**src/rtl/exc_ctrl_pkg.sv**
```systemverilog
// Shared types, excodes and helpers for the exception/interrupt sequencer.
package exc_ctrl_pkg;

    // Sequencer states
    typedef enum logic [1:0] {
        EXS_IDLE   = 2'd0,
        EXS_DRAIN  = 2'd1,
        EXS_COMMIT = 2'd2,
        EXS_REDIR  = 2'd3
    } exs_state_e;

    // MIPS excodes used by this block and its neighbours
    localparam logic [4:0] EXC_INT  = 5'd0;
    localparam logic [4:0] EXC_ADEL = 5'd4;
    localparam logic [4:0] EXC_ADES = 5'd5;
    localparam logic [4:0] EXC_SYS  = 5'd8;
    localparam logic [4:0] EXC_BP   = 5'd9;
    localparam logic [4:0] EXC_RI   = 5'd10;
    localparam logic [4:0] EXC_OV   = 5'd12;

    // Status.BEV bit position
    localparam int STATUS_BEV = 22;

    // Event fields captured at the commit point
    typedef struct packed {
        logic [4:0]  excode;
        logic        bd;
        logic [31:0] epc;
        logic [31:0] badvaddr;
        logic        eret;
    } exc_info_t;

    // Restart pc: a delay-slot instr restarts at its branch (wraps mod 2^32)
    function automatic logic [31:0] calc_epc(input logic [31:0] pc, input logic bd);
        return bd ? (pc - 32'd4) : pc;
    endfunction

    // Exception vector selected by Status.BEV
    function automatic logic [31:0] sel_vector(input logic bev,
                                               input logic [31:0] v_bev,
                                               input logic [31:0] v_norm);
        return bev ? v_bev : v_norm;
    endfunction

endpackage

```
**src/rtl/exc_ctrl_ost_counter.sv**
```systemverilog
// Outstanding data-transaction counter: up on request handshake, down on
// response, saturating at both ends, with a full flag for request blocking.
module exc_ctrl_ost_counter #(
    parameter int OST_W = 3
) (
    input  logic             clk,
    input  logic             rst_n,
    input  logic             i_inc,
    input  logic             i_dec,
    output logic [OST_W-1:0] o_cnt,
    output logic [OST_W-1:0] o_cnt_next,
    output logic             o_full
);

    localparam logic [OST_W-1:0] CNT_MAX  = {OST_W{1'b1}};
    localparam logic [OST_W-1:0] CNT_ZERO = {OST_W{1'b0}};
    localparam logic [OST_W-1:0] CNT_ONE  = {{(OST_W-1){1'b0}}, 1'b1};

    logic [OST_W-1:0] r_cnt;
    logic [OST_W-1:0] w_cnt_next;

    // Next count: simultaneous inc/dec cancel; inc at full and dec at zero are dropped
    always_comb begin
        w_cnt_next = r_cnt;
        if (i_inc && i_dec) begin
            w_cnt_next = r_cnt;
        end else if (i_inc && (r_cnt != CNT_MAX)) begin
            w_cnt_next = r_cnt + CNT_ONE;
        end else if (i_dec && (r_cnt != CNT_ZERO)) begin
            w_cnt_next = r_cnt - CNT_ONE;
        end else begin
            w_cnt_next = r_cnt;
        end
    end

    // Count register
    always_ff @(posedge clk or negedge rst_n) begin
        if (!rst_n) begin
            r_cnt <= CNT_ZERO;
        end else begin
            r_cnt <= w_cnt_next;
        end
    end

    assign o_cnt      = r_cnt;
    assign o_cnt_next = w_cnt_next;
    assign o_full     = (r_cnt == CNT_MAX);

endmodule

```
**src/rtl/exc_ctrl.sv**
```systemverilog
// Exception/interrupt sequencer: accepts one event at the commit point,
// drains outstanding data transactions, pulses cp0, flushes and redirects fetch.
module exc_ctrl
    import exc_ctrl_pkg::*;
#(
    parameter int          OST_W    = 3,
    parameter logic [31:0] VEC_BEV  = 32'hBFC0_0380,
    parameter logic [31:0] VEC_NORM = 32'h8000_0180
) (
    input  logic        clk,
    input  logic        resetn,
    input  logic        m_valid,
    input  logic        m_exc,
    input  logic [4:0]  m_excode,
    input  logic        m_eret,
    input  logic        m_bd,
    input  logic [31:0] m_pc,
    input  logic [31:0] m_badvaddr,
    input  logic        int_pending,
    input  logic [31:0] cp0_status,
    input  logic [31:0] cp0_epc,
    input  logic        cp0_wr_pend,
    input  logic        d_req_hs,
    input  logic        d_resp,
    output logic        d_req_block,
    output logic        commit_stall,
    output logic        exc_valid,
    output logic [4:0]  exc_excode,
    output logic        exc_bd,
    output logic [31:0] exc_epc,
    output logic [31:0] exc_badvaddr,
    output logic        exc_eret,
    output logic        flush,
    output logic        redir_valid,
    output logic [31:0] redir_pc,
    input  logic        redir_ready
);

    exs_state_e       r_state;
    exs_state_e       w_next_state;
    exc_info_t        r_info;
    exc_info_t        w_info;
    logic [31:0]      r_redir_pc;
    logic [OST_W-1:0] w_ost;
    logic [OST_W-1:0] w_ost_next;
    logic             w_ost_full;
    logic             w_candidate;
    logic             w_accept;

    exc_ctrl_ost_counter #(.OST_W(OST_W)) u_ost (
        .clk        (clk),
        .rst_n      (resetn),
        .i_inc      (d_req_hs),
        .i_dec      (d_resp),
        .o_cnt      (w_ost),
        .o_cnt_next (w_ost_next),
        .o_full     (w_ost_full)
    );

    assign d_req_block = w_ost_full;

    // Anything at the commit point that needs holding; eret waits for in-flight mtc0
    assign w_candidate = m_valid && (int_pending || m_exc || m_eret);
    assign w_accept    = m_valid && (int_pending || m_exc || (m_eret && !cp0_wr_pend));

    // Event fields to capture, resolved by priority interrupt > exception > eret
    always_comb begin
        w_info          = '0;
        w_info.bd       = m_bd;
        w_info.epc      = calc_epc(m_pc, m_bd);
        w_info.badvaddr = m_badvaddr;
        if (int_pending) begin
            w_info.excode = EXC_INT;
            w_info.eret   = 1'b0;
        end else if (m_exc) begin
            w_info.excode = m_excode;
            w_info.eret   = 1'b0;
        end else begin
            w_info.excode = EXC_INT;
            w_info.eret   = 1'b1;
        end
    end

    // State register
    always_ff @(posedge clk or negedge resetn) begin
        if (!resetn) begin
            r_state <= EXS_IDLE;
        end else begin
            r_state <= w_next_state;
        end
    end

    // Next-state logic; skip DRAIN when the counter is empty after this cycle
    always_comb begin
        w_next_state = r_state;
        case (r_state)
            EXS_IDLE: begin
                if (w_accept) begin
                    w_next_state = (w_ost_next != {OST_W{1'b0}}) ? EXS_DRAIN : EXS_COMMIT;
                end else begin
                    w_next_state = EXS_IDLE;
                end
            end
            EXS_DRAIN: begin
                if (w_ost == {OST_W{1'b0}}) begin
                    w_next_state = EXS_COMMIT;
                end else begin
                    w_next_state = EXS_DRAIN;
                end
            end
            EXS_COMMIT: w_next_state = EXS_REDIR;
            EXS_REDIR: begin
                if (redir_ready) begin
                    w_next_state = EXS_IDLE;
                end else begin
                    w_next_state = EXS_REDIR;
                end
            end
            default: w_next_state = EXS_IDLE;
        endcase
    end

    // Capture event fields when an event is accepted
    always_ff @(posedge clk or negedge resetn) begin
        if (!resetn) begin
            r_info <= '0;
        end else if ((r_state == EXS_IDLE) && w_accept) begin
            r_info <= w_info;
        end else begin
            r_info <= r_info;
        end
    end

    // Capture redirect target in COMMIT (EPC sampled then, after any mtc0 landed)
    always_ff @(posedge clk or negedge resetn) begin
        if (!resetn) begin
            r_redir_pc <= 32'h0000_0000;
        end else if (r_state == EXS_COMMIT) begin
            r_redir_pc <= r_info.eret ? cp0_epc
                                      : sel_vector(cp0_status[STATUS_BEV], VEC_BEV, VEC_NORM);
        end else begin
            r_redir_pc <= r_redir_pc;
        end
    end

    // Outputs per state; data fields are zero outside the state that qualifies them
    always_comb begin
        commit_stall = 1'b0;
        exc_valid    = 1'b0;
        exc_excode   = 5'd0;
        exc_bd       = 1'b0;
        exc_epc      = 32'h0000_0000;
        exc_badvaddr = 32'h0000_0000;
        exc_eret     = 1'b0;
        flush        = 1'b0;
        redir_valid  = 1'b0;
        redir_pc     = 32'h0000_0000;
        case (r_state)
            EXS_IDLE: begin
                commit_stall = w_candidate;
            end
            EXS_DRAIN: begin
                commit_stall = 1'b1;
            end
            EXS_COMMIT: begin
                commit_stall = 1'b1;
                exc_valid    = 1'b1;
                exc_excode   = r_info.excode;
                exc_bd       = r_info.bd;
                exc_epc      = r_info.epc;
                exc_badvaddr = r_info.badvaddr;
                exc_eret     = r_info.eret;
                flush        = 1'b1;
            end
            EXS_REDIR: begin
                commit_stall = 1'b1;
                flush        = 1'b1;
                redir_valid  = 1'b1;
                redir_pc     = r_redir_pc;
            end
            default: begin
                commit_stall = 1'b0;
            end
        endcase
    end

endmodule
```
**config.mk**
```make
export PLATFORM = sky130hd
export DESIGN_NAME = exc_ctrl
export DESIGN_NICKNAME = d
export VERILOG_FILES = /design/src/rtl/exc_ctrl_pkg.sv /design/src/rtl/exc_ctrl_ost_counter.sv /design/src/rtl/exc_ctrl.sv
export SDC_FILE = /design/constraint.sdc
export NUM_CORES = 1
export LEC_CHECK = 0
export CAP_MARGIN = 30
export CORE_AREA = 2 2 99 101
export CTS_BUF_LIST = sky130_fd_sc_hd__clkbuf_16
export CTS_CLUSTER_SIZE = 28
export DETAILED_ROUTE_END_ITERATION = 8
export DIE_AREA = 0 0 101 103
export DONT_BUFFER_PORTS = 1
export HOLD_SLACK_MARGIN = 0.1
export PLACE_DENSITY = 0.73
export SETUP_SLACK_MARGIN = 0.5
export SLEW_MARGIN = 5
export SYNTH_ARGS = -nofsm -noshare
export SYNTH_HDL_FRONTEND = slang
export SYNTH_SLANG_ARGS = --single-unit
```
**constraint.sdc**
```tcl
create_clock -name clk -period 3.2 [get_ports clk]
set_input_delay 0.48 -clock clk [delete_from_list [all_inputs] [get_ports clk]]
set_output_delay 0.48 -clock clk [all_outputs]
set_load 0.05 [all_outputs]
```
After elaboration in Yosys (flattened, before gate mapping)
Index checks and enable logic that the tools add are counted.
{"block": "classes", "n_addsub": 3, "eq_ne": 5, "mux": 25, "n_reduce_logical": 17}
{"cell": "$mux W32", "n": 5}
{"cell": "$sub A32 B3 Y32 const B", "n": 1}
{"cell": "$mux W30", "n": 1}
{"cell": "$mux W5", "n": 3}
{"cell": "$mux W3", "n": 3}
{"cell": "$mux W2", "n": 4}
{"cell": "$pmux W2 S4", "n": 1}
{"cell": "$logic_and A1 B1 Y1", "n": 7}
{"cell": "$mux W1", "n": 7}
{"cell": "$reduce_bool A3 Y1", "n": 2}
{"cell": "$eq A2 B2 Y1 const B", "n": 2}
{"cell": "$add A3 B1 Y3 const B", "n": 1}
{"cell": "$eq A3 B3 Y1 const B", "n": 1}
{"cell": "$logic_not A3 Y1", "n": 1}
{"cell": "$logic_or A1 B1 Y1", "n": 3}
{"cell": "$ne A3 B3 Y1 const B", "n": 1}
{"cell": "$reduce_or A3 Y1", "n": 1}
{"cell": "$sub A3 B1 Y3 const B", "n": 1}
{"cell": "$eq A2 B1 Y1 const B", "n": 1}
{"cell": "$logic_not A2 Y1", "n": 1}
{"cell": "$pmux W1 S2", "n": 1}
{"cell": "$reduce_or A2 Y1", "n": 1}
{"cell": "$logic_not A1 Y1", "n": 1}
{"block": "word_totals", "reg_bits": 108, "input_bits": 144, "out_inout_bits": 108, "elab_cells": 58}

Logic depth before layout (Yosys ltp)
Gate-level depths: netlist of the first run.
{"block": "logic_depth", "depth_word": 9, "mapped_depth": 7, "depth_no_buf": 7}

Modules after synthesis
From an unflattened synthesis of the first run, not the netlist that was laid out.
{"block": "hier_totals", "hier_cells": 673, "area_unflattened_um2": 5650.4}
{"module": "exc_ctrl", "instances": 1, "cells_each": 650, "area_each_um2": 5406.4, "seq_area_each_um2": 2627.5}
{"module": "exc_ctrl_ost_counter", "instances": 1, "cells_each": 23, "area_each_um2": 244.0, "seq_area_each_um2": 75.1}

Least setup slack after synthesis of the first run
OpenSTA, ideal clock, no wires.
{"block": "synth_timing", "path_kind": "reg-to-output", "startpoint": "register r_state[0]", "endpoint": "output port exc_valid", "arrival_time_ps": 1733, "required_time_ps": 2720, "path_slack_ps": 987, "stages_incl_launch_ff": 6, "n_path_buf": 3, "cell_sequence": "dfrtp_1 > clkbuf_1 > nand2b_1 > inv_1 > clkbuf_1 > clkbuf_1"}
{"block": "synth_between", "elab_chain_len": 2}
{"element": "from (decl)", "line_no": "exc_ctrl.sv:39", "rtl": "exs_state_e r_state;"}
{"element": "from (signal assigned)", "line_no": "exc_ctrl.sv:89", "rtl": "r_state <= w_next_state;"}
{"element": "$eq A2 B2 Y1", "line_no": "exc_ctrl.sv:158", "rtl": "case (r_state)"}
{"element": "$mux W1", "line_no": "exc_ctrl.sv:158"}
{"element": "to (decl)", "line_no": "exc_ctrl.sv:27", "rtl": "output logic exc_valid,"}
Every way passes these cells.

Final worst setup path of the first run
{"block": "layout_timing", "startpoint": "register u_ost.r_cnt[0] (netlist: u_ost.o_cnt[0])", "endpoint": "register r_state[0]"}
{"block": "layout_between", "elab_chain_len": 9, "elab_cells_between_ends": 15, "classes_between": "2 x add/sub; 1 x eq/ne; 7 x mux; 5 x reduce/logical"}
{"element": "from (decl)", "line_no": "exc_ctrl_ost_counter.sv:19", "rtl": "logic [OST_W-1:0] r_cnt;"}
{"element": "from (signal assigned)", "line_no": "exc_ctrl_ost_counter.sv:41", "rtl": "r_cnt <= w_cnt_next;"}
{"element": "parallel branches: the longest is 8 deep, another holds $sub A3 B1 Y3"}
{"element": "$pmux W2 S4 *", "line_no": "exc_ctrl.sv:96", "rtl": "case (r_state)"}
{"element": "named net w_next_state[0]", "line_no": "exc_ctrl.sv:40", "rtl": "exs_state_e w_next_state;"}
Mark *: on every way through the listed nets, which the timed path passes.
A chain may end at the register's enable or synchronous reset.

==> results of run 1 <==
## placed cells by master (no fill, tap or decap), types with 9 or more instances in the layout
master,n
nand2_1,96
clkbuf_16,9
a21oi_1,11
o21ai_0,30
dfrtp_1,108
o21ai_1,14
nand3_1,21
mux2_2,37
nor2_1,15
and3_1,33
buf_12,73
inv_1,9
xnor2_1,26
and2_1,72
## layer usage
metal / track usage, % / wire length (um) / up-vias / share of wire, %
met2: 45.8 / 7310 / 165 / 53
met5: 0 / 0 / - / 0
li1: - / - / 2046 / -
met1: 28.9 / 4980 / 2062 / 36
met4: 10.3 / 378 / 0 / 2.7
met3: 8.34 / 1080 / 30 / 7.8
## registers in the layout (all words and copies together) (netlist names)
signal / cells
r_state: 2
r_info: 71
u_ost.o_cnt: 3
r_redir_pc: 32
## stage by stage
step	setup slack (ns)	std cells	hold WS [ns]	total power [uW]
3_5_place_dp	0.932	733	0.186	5540
3_3_place_gp	0.979	733	0.187	5390
2_1_floorplan	0.987	581	0.184	4410
4_1_cts	0.592	749	-0.182	6760
6_report	0.820	750	-0.172	6760
5_1_grt	0.729	750	-0.192	7110
## logic make-up (layout without fill, tap and decap cells)
logic type      after synthesis  count (layout)
compound gates               69              69
xor+xnor                     31              31
fa+ha+maj                     5               5
buf+inv                      50             105
flops                       108             108
mux                          38              38
simple gates                280             280
## critical path: stages (launching register included)
cell and delay (ns):
dfrtp_1 0.46, ha_1 0.19, ha_1 0.58, nor3b_1 0.12, a31oi_1 0.42, mux2i_1 0.31, nor2_1 0.06, o22ai_1 0.16
## cells in the mapped netlist, types with 3 or more instances
master      n  area share, %
xor2_1      5           0.78
nor3_1      6           0.54
nor4_1      6           0.67
mux2_2     37            7.4
and2_1     72            8.1
a21oi_1    11           0.98
nor2b_1     4           0.45
a31oi_1     6           0.67
o21ai_1    14            1.3
o21ai_0    30            2.7
xnor2_1    26            4.1
and3_1     33            3.7
nor4_2      3           0.67
dfrtp_1   108             48
nor2_1     15            1.0
clkbuf_1   37            2.5
nand2_1    96            6.4
ha_1        5            1.1
inv_1      10           0.67
nand3_1    21            1.9
## area by class of cell
cell class	count	area, um^2	area share, %
multi-input combinational	423	2710	36.5
sequential	108	2700	36.4
timing repair buffer	79	1510	20.3
clock buffer	9	225	3.03
tap	114	143	1.92
clock inverter	7	98.8	1.33
inverter	10	37.5	0.506
## worst min-delay path by stage
stage / slack (ns) / to / start / cells after the start
global route: -0.19 / r_redir_pc[12]$_DFFE_PN0P_ / resetn / 0
detailed placement: 0.19 / r_redir_pc[10]$_DFFE_PN0P_ / resetn / 0
global placement: 0.19 / r_redir_pc[10]$_DFFE_PN0P_ / resetn / 0
CTS: -0.18 / r_redir_pc[12]$_DFFE_PN0P_ / resetn / 0
finish: -0.17 / r_redir_pc[10]$_DFFE_PN0P_ / resetn / 0
floorplan: 0.18 / r_info[0]$_DFFE_PN0P_ / resetn / 0
## power by group through the flow
stage | clock, uW | sequential, uW | combinational, uW
5_1_grt | 1270 | 2350 | 3480
3_5_place_dp | 0 | 2290 | 3250
2_1_floorplan | 0 | 2180 | 2220
3_3_place_gp | 0 | 2240 | 3150
6_report | 1200 | 2280 | 3270
4_1_cts | 1220 | 2280 | 3260
==> flow_metrics.py, run 1 <==
metrics = {
    "worst_setup_path": {
        "reg2reg_depth": 7,
        "critPathMaxFanout": 6,
        "reg_to_reg_slack_setup_ns": 0.82,
        "critical_path.endpoint": "r_state[0]$_DFF_PN0_",
        "rr_endpoint": "r_state[0]$_DFF_PN0_",
        "capturing_element_type_of_the_critical_path": "register",
        "cp.arrival_ns": 2.63,
        "cp_data_required_time_ns": 3.45,
        "worst_setup_path_start_kind": "register",
        "cp_class": "reg -> reg",
        "crit-reg2reg-launch": "u_ost.o_cnt[0]$_DFF_PN0_",
        "crit_start": "u_ost.o_cnt[0]$_DFF_PN0_",
    },
    "synthesis": {
        "synth.distinct_cells": 47,
        "synthFlopType": "dfrtp_1",
        "synthCells": 581,
        "syn_nets": 730,
        "synth_top_family_by_area": "simple AND/OR/NAND/NOR gates",
        "synthesis.yosys.warnings": 0,
        "number_of_synthesized_flops_with_an_enable_pin": 0,
        "post_synth_mux_area_share_pct": 7.63,
        "postSynth.asyncResetShare_pct": 100,
        "post_synth.cell_area_avg_um2": 9.63,
        "netlist_area_um2": 5590,
        "yosys.area_share.xor_xnor_pct": 4.85,
        "yosys.area_share.simple_pct": 27.8,
        "synth-compound-area-share_pct": 6.89,
        "post_synth_fa_ha_maj_area_fraction_pct": 1.12,
        "synth-seq-area-share_pct": 48.3,
        "yosys_register_bits": 108,
    },
    "timing": {
        "max_freq_ghz": 0.420,
        "rsz_0062_raised_after_global_routing": "false",
        "max_slew_margin_pct": 51.9,
        "finalWorstPathRequiredPeriod_ns": 2.38,
        "tns_ns": 0,
        "final_max_slew_viol_count": 0,
        "period_utilization_post_route_pct": 74.4,
        "setup_viol_count_final": 0,
        "final_clock_skew_ns": 0.0102,
        "hold_slack_ns": -0.172,
        "finalHoldViolCount": 108,
        "timing_worst_slew_pin_value_ns": 0.720,
    },
    "clock_tree": {
        "clock_sink_count": 108,
        "clock_tree_from_tritoncts": "done",
        "cts_buffers": 9,
        "clk-insertion-delay-late_ns": 0.35,
        "buffer_levels_on_the_longest_clock_path": 2,
        "ctsHtreeMaxLevel": 3,
        "clock-root-buffer": "clkbuf_16",
        "cts_resizes": 0,
        "postCtsSetupRepairBufs": 0,
        "worst_setup_hold_path_clk_slew_ns": 0.07,
    },
    "layout": {
        "areaGrowthSynthToFinish_pct": 32.7,
        "num_antenna_cells": 0,
        "postLayoutCoreUtil_pct": 78.5,
        "num-nets-final": 780,
        "post-route-cell-area_um2": 7420,
        "n_fill_cell": 556,
        "final_layout_size_suffix_gt1_share_pct": 23.6,
    },
    "pwr": {
        "p_int_uw": 3930,
        "power.sequential.fraction_pct": 33.8,
        "net_switching_power_of_the_design_uw": 2820,
        "peak_supply_drop_mv": 0.455,
        "power_leakage_uw": 0.00334,
        "power.density_cell_area_nw_per_um2": 910,
        "pwr-share-clk_pct": 17.8,
        "combinationalPowerShare_pct": 48.4,
        "switching_share_of_total_power_pct": 41.8,
    },
    "placed_design": {
        "placement.io_buffers": 0,
        "place_congestion": 0.815,
        "hpwlAfterDp_um": 9750,
        "dpl-instance-area_um2": 7080,
    },
    "global_routing": {
        "wire_length_of_the_first_global_routing_pass_um": 20700,
        "grt.overflow.total": 0,
        "grt_start_max_net_pins": 109,
        "grt_pass1_vias": 4257,
        "grtUsageTotal_pct": 25.8,
        "antenna_violations_before_repair": 0,
    },
    "routing": {
        "drt_iter0_drc": 136,
        "vias_per_cell": 5.74,
        "wl_um": 13800,
        "detail_route.drc_violations": 0,
        "wl_per_cell_um": 18.3,
        "route.vias.total": 4303,
        "drt-pass1-iter-count": 5,
        "antenna_left": 0,
    },
    "floorplan": {
        "floorplan.rows": 36,
        "io_pins": 252,
        "initial_utilization_pct": 59.1,
        "die-height_um": 103,
        "coreArea_um2": 9460,
        "die-width_um": 101,
        "die_area_um2": 10400,
    },
    "run": {
        "drv.max_cap_violation_count": 0,
    },
    "hold_path": {
        "holdCritPathClass": "in -> async",
    },
    "status": {
        "status": "complete, but fails checks",
        "violated_checks": "negative hold slack",
    },
}
(Power assumes the default switching activity.)
==> inputs of run 2 (changes only) <==
--- a/config.mk
+++ b/config.mk
@@ -6,11 +6,11 @@
 export NUM_CORES = 1
 export LEC_CHECK = 0
 export CAP_MARGIN = 30
-export CORE_AREA = 2 2 99 101
+export CORE_MARGIN = 1
+export CORE_UTILIZATION = 58
 export CTS_BUF_LIST = sky130_fd_sc_hd__clkbuf_16
 export CTS_CLUSTER_SIZE = 28
 export DETAILED_ROUTE_END_ITERATION = 8
-export DIE_AREA = 0 0 101 103
 export DONT_BUFFER_PORTS = 1
 export HOLD_SLACK_MARGIN = 0.1
 export PLACE_DENSITY = 0.73
==> constraint.sdc (replaced) <==
create_clock -name clk -period 2.03 [get_ports clk]
set_input_delay 0.3045 -clock clk [delete_from_list [all_inputs] [get_ports clk]]
set_output_delay 0.3045 -clock clk [all_outputs]
set_load 0.05 [all_outputs]
==> run 2 against run 1 <==
The run still ends with negative hold slack left. Clock power grew 46%. Largest cell class unchanged. Core utilization down 1.4 points. Critical endpoint is now r_state[1]$_DFF_PN0_. Clock skew down 0.0010 ns. Highest routed layer unchanged. Clock-buffer cell count is the same. Critical path type unchanged.
==> flow_metrics.py, run 2 (synthesis results as in run 1) <==
metrics = {
    "worst_setup_path": {
        "cp.arrival_ns": 2.07,
        "cp_slowest_stage_delay_ns": 0.49,
        "cp_num_buf_inv": 0,
        "capturing_element_type_of_the_critical_path": "register",
        "crit-reg2reg-launch": "u_ost.o_cnt[1]$_DFF_PN0_",
        "cpMaxStageDelayCell": "or4bb_1",
        "crit_start": "u_ost.o_cnt[1]$_DFF_PN0_",
        "cp_data_required_time_ns": 2.25,
        "worst_setup_path_start_kind": "register",
        "path_delay_family": "simple AND/OR/NAND/NOR gates",
        "critPathMostFrequentCell": "ha_4",
        "critPathMaxFanout": 4,
        "crit_path_cell_trace": "ha_4 -> ha_4 -> or4bb_1 -> o21ai_1 -> mux2i_1 -> o32ai_1",
        "cp_class": "reg -> reg",
    },
    "clock_tree": {
        "clock_sink_count": 108,
        "ctsHtreeMaxLevel": 3,
        "cts_buffers": 9,
        "buffer_levels_on_the_longest_clock_path": 2,
        "clock_tree_from_tritoncts": "done",
        "clk-insertion-delay-late_ns": 0.34,
        "worst_setup_hold_path_clk_slew_ns": 0.08,
        "clock-root-buffer": "clkbuf_16",
    },
    "pwr": {
        "pwr-share-clk_pct": 15.8,
        "peak_supply_drop_mv": 0.751,
        "power.sequential.fraction_pct": 33.7,
        "p_int_uw": 6340,
        "power_leakage_uw": 0.00318,
        "net_switching_power_of_the_design_uw": 4690,
        "switching_share_of_total_power_pct": 42.5,
        "power.density_cell_area_nw_per_um2": 1540,
        "combinationalPowerShare_pct": 50.4,
    },
    "timing": {
        "finalWorstPathRequiredPeriod_ns": 1.85,
        "finalHoldViolCount": 108,
        "tns_ns": 0,
        "final_clock_skew_ns": 0.00918,
        "max_slew_margin_pct": 60.9,
        "max_freq_ghz": 0.539,
        "setup_viol_count_final": 0,
        "rsz_0062_raised_after_global_routing": "true",
        "final_max_slew_viol_count": 0,
        "timing_worst_slew_pin_value_ns": 0.585,
        "period_utilization_post_route_pct": 91.4,
        "hold_slack_ns": -0.345,
    },
    "layout": {
        "num-nets-final": 758,
        "largest_register_ffs": 71,
        "num_antenna_cells": 0,
        "post-route-cell-area_um2": 7150,
        "n_fill_cell": 618,
        "areaGrowthSynthToFinish_pct": 27.9,
        "final_layout_size_suffix_gt1_share_pct": 39.1,
        "mostFrequentLayoutCells": "dfrtp_1, nand2_1, and2_4",
        "final_common_cell": "dfrtp_1",
        "registers.top_by_ff_count": "r_info",
    },
    "floorplan": {
        "die-height_um": 100,
        "die_area_um2": 10000,
        "coreArea_um2": 9280,
        "die-width_um": 100,
        "io_pins": 252,
        "initial_utilization_pct": 60.3,
        "floorplan.rows": 35,
    },
    "routing": {
        "detail_route.drc_violations": 0,
        "wl_um": 14400,
        "antenna_left": 0,
        "drt-pass1-iter-count": 4,
        "wl_per_cell_um": 19.3,
        "vias_per_cell": 5.85,
        "drt_iter0_drc": 193,
        "route.vias.total": 4350,
    },
    "global_routing": {
        "antenna_violations_before_repair": 0,
        "grt_pass1_vias": 3992,
        "grtUsageTotal_pct": 24.8,
        "grt.overflow.total": 0,
        "wire_length_of_the_first_global_routing_pass_um": 19600,
        "grt_start_max_net_pins": 109,
    },
    "status": {
        "violated_checks": "negative hold slack",
        "status": "complete, but fails checks",
    },
    "placed_design": {
        "placement.io_buffers": 0,
        "dpl-instance-area_um2": 6140,
        "place_congestion": 0.837,
        "hpwlAfterDp_um": 8880,
    },
    "hold_path": {
        "holdCritPathClass": "in -> async",
    },
    "run": {
        "drv.max_cap_violation_count": 0,
    },
}
-- run 2: path summary, 6_finish.rpt --
| kind | depth (start not counted) | end | slack, ns |
|---|---|---|---|
| max in group asynchronous | 0 | u_ost.o_cnt[1]$_DFF_PN0_ | 2.17 |
| worst max-delay path | 6 | r_state[1]$_DFF_PN0_ | 0.18 |
| worst min-delay path | 0 | r_redir_pc[16]$_DFFE_PN0P_ | -0.34 |
| worst min register to register | 2 | r_redir_pc[1]$_DFFE_PN0P_ | 0.47 |
| min in group clk | 2 | r_redir_pc[17]$_DFFE_PN0P_ | 0.11 |
| worst max register to register | 6 | r_state[1]$_DFF_PN0_ | 0.18 |
-- run 2: timing repair --
| action | CTS | global route |
|---|---|---|
| hold endpoints to repair | 112 | 109 |
| hold buffers | 5 | 1 |
| setup buffers | 5 | 9 |
| pin swaps | 46 | 9 |
| cloned | 0 | 16 |
| resized for setup | 47 | 19 |
| setup endpoints to repair | 159 | 173 |
-- run 2: power by group through the flow --
stage	Sequential, uW	Clock (uW)	Combinational (uW)
after detailed placement	3670	0	4460
after CTS	3670	1760	4770
after floorplan	3500	0	3880
after global placement	3610	0	4360
final	3720	1750	5560
after global routing	3830	1860	5890
-- run 2: worst register-to-register path: stages (launching register included) --
cell and delay, ns:
dfrtp_2 0.45, ha_4 0.18, ha_4 0.16, or4bb_1 0.49, o21ai_1 0.09, mux2i_1 0.11, o32ai_1 0.26
-- run 2: cell type report --
class                      count  area (um^2)  area share, %
sequential                   108         2710           37.8
inverter                      10         50.0          0.700
multi-input combinational    423         3130           43.7
timing repair inverter         2         20.0          0.280
tap                          129          161           2.26
clock buffer                   9          225           3.15
clock inverter                 7         67.6          0.944
timing repair buffer          55          797           11.1
-- run 2: per-stage QoR --
stage	setup slack, ns	instances	utilization [%]	power [uW]	hold WS (ns)
floorplan	0.263	581	-	7380	0.00891
global placement	0.181	691	66.1	7970	0.0112
detailed placement	0.102	691	66.1	8140	0.0112
CTS	0.170	717	72.2	10200	-0.352
global route	0.128	743	77.1	11600	-0.360
finish	0.176	743	77.1	11000	-0.345
-- run 2: per-layer routing --
layer	global-route usage (%)	share of wire [%]	vias up
li1	-	-	2022
met1	29.5	39	2108
met2	42.7	51	185
met3	7.24	7.4	35
met4	9.25	2.6	0
met5	0	0	-
==> inputs of run 3 (changes only) <==
--- a/config.mk
+++ b/config.mk
@@ -6,9 +6,7 @@
 export NUM_CORES = 1
 export LEC_CHECK = 0
 export CAP_MARGIN = 30
-export CORE_MARGIN = 1
 export CORE_UTILIZATION = 58
-export CTS_BUF_LIST = sky130_fd_sc_hd__clkbuf_16
 export CTS_CLUSTER_SIZE = 28
 export DETAILED_ROUTE_END_ITERATION = 8
 export DONT_BUFFER_PORTS = 1
==> run 3 against run 2 <==
The run ends with negative hold slack, negative setup slack left. Core utilization grew 17 points. Critical endpoint unchanged. Global-route usage grew 12 points. Register-to-register slack lost 0.63 ns. Clock skew grew 0.0055 ns. Clock power shrank 19%. Die area is the same. Combinational power grew 42%. Largest cell class unchanged. Critical path type unchanged.
==> flow_metrics.py, run 3 (synthesis results as in run 1) <==
metrics = {
    "global_routing": {
        "grt.overflow.total": 0,
        "wire_length_of_the_first_global_routing_pass_um": 28000,
        "grtUsageTotal_pct": 36.9,
        "grt_pass1_vias": 5344,
        "antenna_violations_before_repair": 1,
        "grt_start_max_net_pins": 109,
    },
    "floorplan": {
        "die-width_um": 100,
        "coreArea_um2": 9280,
        "die_area_um2": 10000,
        "initial_utilization_pct": 60.3,
        "floorplan.rows": 35,
        "io_pins": 252,
        "die-height_um": 100,
    },
    "placed_design": {
        "hpwlAfterDp_um": 8880,
        "placement.io_buffers": 0,
        "place_congestion": 0.837,
    },
    "timing": {
        "final_clock_skew_ns": 0.0147,
        "final_max_slew_viol_count": 0,
        "max_slew_margin_pct": 41.9,
        "hold_slack_ns": -0.414,
        "timing_worst_slew_pin_value_ns": 0.869,
        "max_freq_ghz": 0.402,
        "fin_ws_ns": -0.457,
        "tns_ns": -0.860,
        "finalHoldViolCount": 108,
        "setup_viol_count_final": 3,
        "period_utilization_post_route_pct": 123,
        "finalWorstPathRequiredPeriod_ns": 2.49,
        "rsz_0062_raised_after_global_routing": "true",
    },
    "clock_tree": {
        "clock-root-buffer": "clkbuf_8",
        "ctsHtreeMaxLevel": 3,
        "buffer_levels_on_the_longest_clock_path": 2,
        "clk-insertion-delay-late_ns": 0.39,
        "cts_buffers": 9,
        "worst_setup_hold_path_clk_slew_ns": 0.12,
        "clock_sink_count": 108,
        "clock_tree_from_tritoncts": "done",
    },
    "layout": {
        "num-nets-final": 857,
        "postLayoutCoreUtil_pct": 94.1,
        "final_layout_size_suffix_gt1_share_pct": 45.7,
        "multi_input_comb_area_um2": 3370,
        "n_fill_cell": 248,
        "registers.top_by_ff_count": "r_info",
        "mostFrequentLayoutCells": "dfrtp_1, nand2_1, and2_4",
        "final_common_cell": "dfrtp_1",
        "seqCellArea_um2": 2710,
        "largest_register_ffs": 71,
        "areaGrowthSynthToFinish_pct": 56.1,
    },
    "worst_setup_path": {
        "cp.arrival_ns": 2.75,
        "worst_setup_path_start_kind": "register",
        "capturing_element_type_of_the_critical_path": "register",
        "cp_class": "reg -> reg",
        "cp_data_required_time_ns": 2.30,
        "crit-reg2reg-launch": "u_ost.o_cnt[1]$_DFF_PN0_",
        "critPathMaxFanout": 4,
        "crit_start": "u_ost.o_cnt[1]$_DFF_PN0_",
    },
    "routing": {
        "detail_route.drc_violations": 0,
        "wl_um": 24800,
        "route.vias.total": 5788,
        "vias_per_cell": 6.87,
        "wl_per_cell_um": 29.4,
        "antenna_left": 0,
        "drt_iter0_drc": 615,
        "drt-pass1-iter-count": 5,
    },
    "pwr": {
        "net_switching_power_of_the_design_uw": 6110,
        "power_leakage_uw": 0.00384,
        "switching_share_of_total_power_pct": 45.9,
        "power.sequential.fraction_pct": 29.9,
        "peak_supply_drop_mv": 0.992,
        "p_int_uw": 7200,
        "combinationalPowerShare_pct": 59.5,
        "power.density_cell_area_nw_per_um2": 1520,
        "pwr-share-clk_pct": 10.6,
    },
    "hold_path": {
        "holdCritPathClass": "in -> async",
    },
    "status": {
        "violated_checks": "negative hold slack, negative setup slack",
        "status": "complete, but fails checks",
    },
    "run": {
        "drv.max_cap_violation_count": 0,
    },
}
==> run 3: changes by cell type in the layout (fill, tap and decap cells not counted), sizes merged <==
| cell | previous run | this run |
|---|---|---|
| clkbuf | 19 | 17 |
| inv | 14 | 10 |
| diode | 0 | 1 |
| buf | 39 | 82 |
| dlygate4sd3 | 6 | 67 |
| clkinv | 3 | 4 |
==> run 3: per-layer routing <==
metal	routed length [um]	GRT usage, %
met1	8240	41.0
met2	11700	63.2
met3	2690	10.4
met4	2150	21.7
met5	0	0
==> run 3: final timing paths <==
path	end	slack, ns	depth (start not counted)
max in group asynchronous	r_info[31]$_DFFE_PN0P_	2.26	0
worst max register to register	r_state[1]$_DFF_PN0_	-0.46	6
worst max-delay path	r_state[1]$_DFF_PN0_	-0.46	6
min in group clk	r_info[49]$_DFFE_PN0P_	0.09	2
worst min register to register	r_redir_pc[0]$_DFFE_PN0P_	0.51	2
worst min-delay path	r_redir_pc[10]$_DFFE_PN0P_	-0.41	0
==> run 3: layout make-up <==
type,count,share of cell area [%]
clock buffers,11,1.50
diodes,1,0.0287
multi-input cells,423,38.6
repair inverters,1,0.100
clock inverters,5,0.688
flip-flops and latches,108,31.0
inverters,10,0.573
well taps,129,1.85
repair buffers,155,25.6
==> run 3: power by group through the flow <==
stage	Clock [uW]	Sequential, uW	Combinational (uW)
after floorplan	0	3500	3880
after global placement	0	3610	4360
after detailed placement	0	3670	4460
after CTS	1340	3660	6470
after global routing	1470	3990	8130
final	1410	3980	7910
==> run 3: through the flow <==
step	instances	worst slack [ns]	cell area, um^2	total power [uW]
2_1_floorplan	581	0.263	5900	7380
3_3_place_gp	691	0.181	6140	7970
3_5_place_dp	691	0.102	6140	8140
4_1_cts	821	0.151	8170	11500
5_1_grt	843	-0.339	8730	13600
6_report	843	-0.457	8730	13300
==> run 3: what timing repair did <==
item | 4_1_cts | 5_1_grt
hold endpoints to repair | 173 | 109
pin swaps | 47 | 43
setup endpoints to repair | 159 | 183
setup buffers | 26 | 12
gates cloned | 22 | 8
hold buffers | 66 | 1
resized for setup | 86 | 97
==> run 3: worst max-delay path, stage by stage, from the launching register on <==
cell and delay (ns):
dfrtp_2 0.48, ha_4 0.20, ha_4 0.16, or4bb_1 0.46
o21ai_1 0.36, mux2i_1 0.32, o32ai_1 0.39
